[config.mk]
export PLATFORM = sky130hd
export DESIGN_NAME = serial_to_parallel_rx
export DESIGN_NICKNAME = d
export VERILOG_FILES = /design/src/rtl/serial_to_parallel_rx.sv
export SDC_FILE = /design/constraint.sdc
export NUM_CORES = 1
export LEC_CHECK = 0
export CAP_MARGIN = 20
export CELL_PAD_IN_SITES_DETAIL_PLACEMENT = 1
export CELL_PAD_IN_SITES_GLOBAL_PLACEMENT = 2
export CORE_MARGIN = 10
export CORE_UTILIZATION = 31
export DETAILED_ROUTE_END_ITERATION = 6
export PLACE_DENSITY_LB_ADDON = 0.1
export SLEW_MARGIN = 20
export SYNTH_ARGS = -nofsm -noshare
export SYNTH_HDL_FRONTEND = slang
export SYNTH_SLANG_ARGS = --single-unit
[constraint.sdc]
create_clock -name clk -period 2 [get_ports clk]
set_input_delay 0.4 -clock clk [delete_from_list [all_inputs] [get_ports clk]]
set_output_delay 0.4 -clock clk [all_outputs]
set_load 0.02 [all_outputs]
[src/rtl/serial_to_parallel_rx.sv]
// serial_to_parallel_rx
// Serial-in/parallel-out word receiver. It collects bit-strobed serial data
// into a WIDTH-bit word, MSB-first or LSB-first, and presents each completed
// word on a valid/ready output port.
// Optional feature macro: SERIAL_RX_PARITY_EN. When defined, a trailing even
// parity bit follows each word and parity_err reports the check result.
// Without it, parity_err is tied to 0.

module serial_to_parallel_rx #(
  parameter int WIDTH = 8
) (
  input  logic             clk,
  input  logic             reset,
  input  logic             s_in,
  input  logic             s_valid,
  input  logic             start,
  input  logic             dir,
  output logic [WIDTH-1:0] q_out,
  output logic             q_valid,
  input  logic             q_ready,
  output logic             busy,
  output logic             overrun,
  output logic             parity_err
);

  localparam int CNT_W = $clog2(WIDTH);
  localparam logic [CNT_W-1:0] LAST_BIT = CNT_W'(WIDTH - 1);

`ifdef SERIAL_RX_PARITY_EN
  typedef enum logic [1:0] {
    IDLE   = 2'd0,
    SHIFT  = 2'd1,
    PARITY = 2'd2
  } state_t;
`else
  typedef enum logic {
    IDLE  = 1'b0,
    SHIFT = 1'b1
  } state_t;
`endif

  state_t           state;
  logic [WIDTH-1:0] sr;
  logic [WIDTH-1:0] sr_next;
  logic [CNT_W-1:0] bit_cnt;
  logic             dir_q;
  logic             accept_new;

`ifdef SERIAL_RX_PARITY_EN
  logic parity_q;
  logic parity_calc;

  // Even parity over the buffered data word plus the incoming parity bit.
  assign parity_calc = (^sr) ^ s_in;
  assign parity_err  = parity_q;
`else
  assign parity_err = 1'b0;
`endif

  // The output slot can take a new word if it is empty or being drained now.
  assign accept_new = !q_valid || q_ready;
  assign busy       = (state != IDLE);

  // Next shift-register value for the bit presented on s_in, in dir_q order.
  always_comb begin
    sr_next = sr;
    if (dir_q) begin
      sr_next = {s_in, sr[WIDTH-1:1]};
    end else begin
      sr_next = {sr[WIDTH-2:0], s_in};
    end
  end

  // Receive FSM plus output register and handshake; start always restarts a frame.
  always_ff @(posedge clk) begin
    if (reset) begin
      state    <= IDLE;
      sr       <= '0;
      bit_cnt  <= '0;
      dir_q    <= 1'b0;
      q_out    <= '0;
      q_valid  <= 1'b0;
      overrun  <= 1'b0;
`ifdef SERIAL_RX_PARITY_EN
      parity_q <= 1'b0;
`endif
    end else begin
      if (q_valid && q_ready) begin
        q_valid <= 1'b0;
      end

      case (state)
        IDLE: begin
          if (start) begin
            state   <= SHIFT;
            dir_q   <= dir;
            bit_cnt <= '0;
            sr      <= '0;
          end
        end

        SHIFT: begin
          if (start) begin
            dir_q   <= dir;
            bit_cnt <= '0;
            sr      <= '0;
          end else if (s_valid) begin
            sr <= sr_next;
            if (bit_cnt == LAST_BIT) begin
              bit_cnt <= '0;
`ifdef SERIAL_RX_PARITY_EN
              state   <= PARITY;
`else
              state   <= IDLE;
              if (accept_new) begin
                q_out   <= sr_next;
                q_valid <= 1'b1;
              end else begin
                overrun <= 1'b1;
              end
`endif
            end else begin
              bit_cnt <= bit_cnt + CNT_W'(1);
            end
          end
        end

`ifdef SERIAL_RX_PARITY_EN
        PARITY: begin
          if (start) begin
            state   <= SHIFT;
            dir_q   <= dir;
            bit_cnt <= '0;
            sr      <= '0;
          end else if (s_valid) begin
            state <= IDLE;
            if (accept_new) begin
              q_out    <= sr;
              q_valid  <= 1'b1;
              parity_q <= parity_calc;
            end else begin
              overrun  <= 1'b1;
            end
          end
        end
`endif

        default: begin
          state <= IDLE;
        end
      endcase
    end
  end

endmodule

==> metrics.md <==
| Metric | Value |
|---|---|
| P&R area growth vs syn | `20.94%` |
| Initial antenna violation count | `0` |
| Initial DRC Count | `30` |
| Cell count of the worst reg-to-reg path | `5` |
| Post-CTS Setup Inserts | `0` |
| CTS Buffer Depth | `2` |
| GPL Wtd Cong | `0.7203` |
| Clk Latency, worst-skew pair | `0.31 ns` |
| Post-route ant nets | `0` |
| Register area share after synthesis | `0.4532` |
| Yosys warning count | `0` |
| Critical path type | `register to output pin` |
| Antenna cells | `0` |
| Number of synthesized register bits | `23` |
| Layout cell share with drive strength beyond 1 | `0.1491` |
| Mean post-synth cell area | `10.37 sq um` |
| GRT Total Usage | `0.08632` |
| Unrepaired setup endpoints after global routing | `no` |
| CTS Root Cell | `clkbuf_4` |
| Min-Delay Path Class | `register to register` |
| Hold_buf cts | `0` |
| Startpoint Class | `register` |
| Most common cell after layout, fill and taps aside | `dfxtp_1` |
| Syn_nets | `108` |
| GR Overflow Total | `0` |
| Delay-heaviest family, CP | `buffers and inverters` |
| XOR/XNOR share of the synthesized area | `0` |
| DP HPWL | `1790 um` |
| Setup violators final | `0` |
| Most frequent cells in the layout | `dfxtp_1, clkdlybuf4s50_1, nor2_1` |
| First-pass DRT Iterations | `4` |
| H-tree depth | `1` |
| Vias | `740` |
| Pwr Total | `0.7619 mW` |
| Drt total wl | `2411 um` |
| Row Count | `20` |
| CP Buf/Inv Count | `1` |
| Part of the cycle the worst path needs | `0.8594` |
| Ports | `19` |
| Synth Area in Simple Gates | `0.1034` |
| Wire length per cell | `15.26 um` |
| CTS tree | `built` |
| Crit path DAT | `1.32 ns` |
| Fillers | `372` |
| IO Port Bufs | `17` |
| Max Freq | `581.8 MHz` |
| Final worst slack | `0.2812 ns` |
| Leakage power | `0.4157 nW` |
| Largest net degree at the start of global routing | `21` |
| Clock slew at reported path FFs | `0.13 ns` |
| Max-slew violation count | `0` |
| Die extent in y | `77.25 um` |
| Post-layout util | `0.3960` |
| Final hold vios | `0` |
| Inserted Clock Buffers | `3` |
| WP depth | `1` |
| Starting density of the core | `0.3274` |
| Max_cap viols | `0` |
| Die area | `5968 sq um` |
| Worst Skew | `0.004755 ns` |
| Post-synthesis mux area share | `0.1182` |
| CP required | `1.60 ns` |
| Worst Setup End Kind | `output pin` |
| Min cycle time layout | `1.719 ns` |
| Final net count | `125` |
| Status | `complete, no violations` |
| Setup TNS | `0 ns` |
| Post-Synth Adder-Cell Area | `0.03695` |
| Crit path cell chain | `clkdlybuf4s50_1` |
| Power per cell area | `620.1 nW/um^2` |
| First-pass GRT wire length | `4160 um` |
| Post-place setup slack | `0.1152 ns` |
| Worst vdd ir | `0.0002946 V` |
| Compound-Gate Fraction of Synth Area | `0.2131` |
| Largest family of logic cells by synthesized area | `compound AO/OA/AOI/OAI gates` |
| Yosys cell types | `21` |
| Vias in the first global route | `823` |
| Fin cells | `158` |
| Post-CTS sizing | `0` |
| Hold depth | `2` |
| Mapped Area | `1016 sq um` |
| Die width | `77.25 um` |
| DRC Markers | `0` |
| Vias per cell | `4.684` |
| Crit path max fanout | `4` |
| # placed instances | `154` |
| Crit path largest cell delay | `0.62 ns` |
| CP max-delay cell | `clkdlybuf4s50_1` |
| TritonCTS Sinks | `23` |
| Post-Synthesis Cells | `98` |
| Core ar. | `3103 sq um` |
==> worst reg2reg max path: stages (launching register included) <==
cell	delay (ns)
dfxtp_1	0.38
ha_1	0.19
ha_1	0.19
and4b_1	0.46
and2_4	0.30
a211oi_2	0.08
==> metal layers <==
| layer | global-route usage | vias to the layer above | share of wire |
|---|---|---|---|
| li1 | - | 379 | - |
| met4 | 0.03832 | 0 | 0.015 |
| met5 | 0 | - | 0 |
| met2 | 0.1204 | 12 | 0.44 |
| met1 | 0.1090 | 345 | 0.47 |
| met3 | 0.04079 | 4 | 0.073 |
==> power breakdown <==
group	internal (mW)	leakage (nW)	total, mW	switching (mW)
Combinational	0.0323	0.214	0.0675	0.0352
Clock	0.0779	0.0150	0.219	0.141
Sequential	0.466	0.186	0.475	0.00947
==> worst paths after layout <==
kind	start	slack, ns	endpoint
max	busy	0.28	busy
min	overrun	0.51	overrun
max reg2reg	bit_cnt[0]	0.29	q_out[4]
min reg2reg	overrun	0.51	overrun
==> flip-flops by register name, indices dropped and copies added, names as in the netlist <==
| signal | flops |
|---|---|
| bit_cnt | 3 |
| busy | 1 |
| dir_q | 1 |
| overrun | 1 |
| q_out | 8 |
| q_valid | 1 |
| sr | 8 |
==> final cells by class <==
cell class / instances / area (sq um) / area share
clock buffer: 4 / 26.28 / 0.02138
inverter: 1 / 3.754 / 0.003055
multi-input combinational: 65 / 483.0 / 0.3931
sequential: 23 / 460.4 / 0.3747
tap: 44 / 55.05 / 0.04481
timing repair buffer: 21 / 200.2 / 0.1629
==> synthesized netlist by cell type <==
master | count | share of area
a211oi_2 | 8 | 0.099
or2_2 | 1 | 0.0062
mux2i_1 | 12 | 0.12
a31oi_1 | 1 | 0.0062
dfxtp_1 | 23 | 0.45
nor2_1 | 15 | 0.055
nand2b_1 | 1 | 0.0062
and2_1 | 1 | 0.0062
buf_4 | 3 | 0.022
and4b_1 | 1 | 0.0099
a21oi_1 | 10 | 0.049
clkbuf_1 | 2 | 0.0074
nand3b_1 | 1 | 0.0074
buf_2 | 1 | 0.0049
inv_1 | 1 | 0.0037
and2_4 | 1 | 0.0086
a211oi_1 | 8 | 0.059
conb_1 | 1 | 0.0037
ha_1 | 3 | 0.037
buf_6 | 3 | 0.033
nand2_1 | 1 | 0.0037
==> metrics by stage <==
| step | hold WS [ns] | cell area [sq um] |
|---|---|---|
| after floorplan | 0.4646 | 1016 |
| after global placement | 0.4693 | 1202 |
| after detailed placement | 0.4789 | 1202 |
| after CTS | 0.5171 | 1229 |
| after global routing | 0.5558 | 1229 |
| final | 0.5056 | 1229 |
==> cell families (layout without fill, tap and decap cells) <==
logic type               after synthesis  in the layout
adder cells (fa/ha/maj)                3              3
multiplexers                          12             12
AO/OA/AOI/OAI                         27             27
other                                  1              1
buffers and inverters                 10             26
flip-flops                            23             23
AND/OR/NAND/NOR                       22             22
Power figures use the tool's default switching activity.
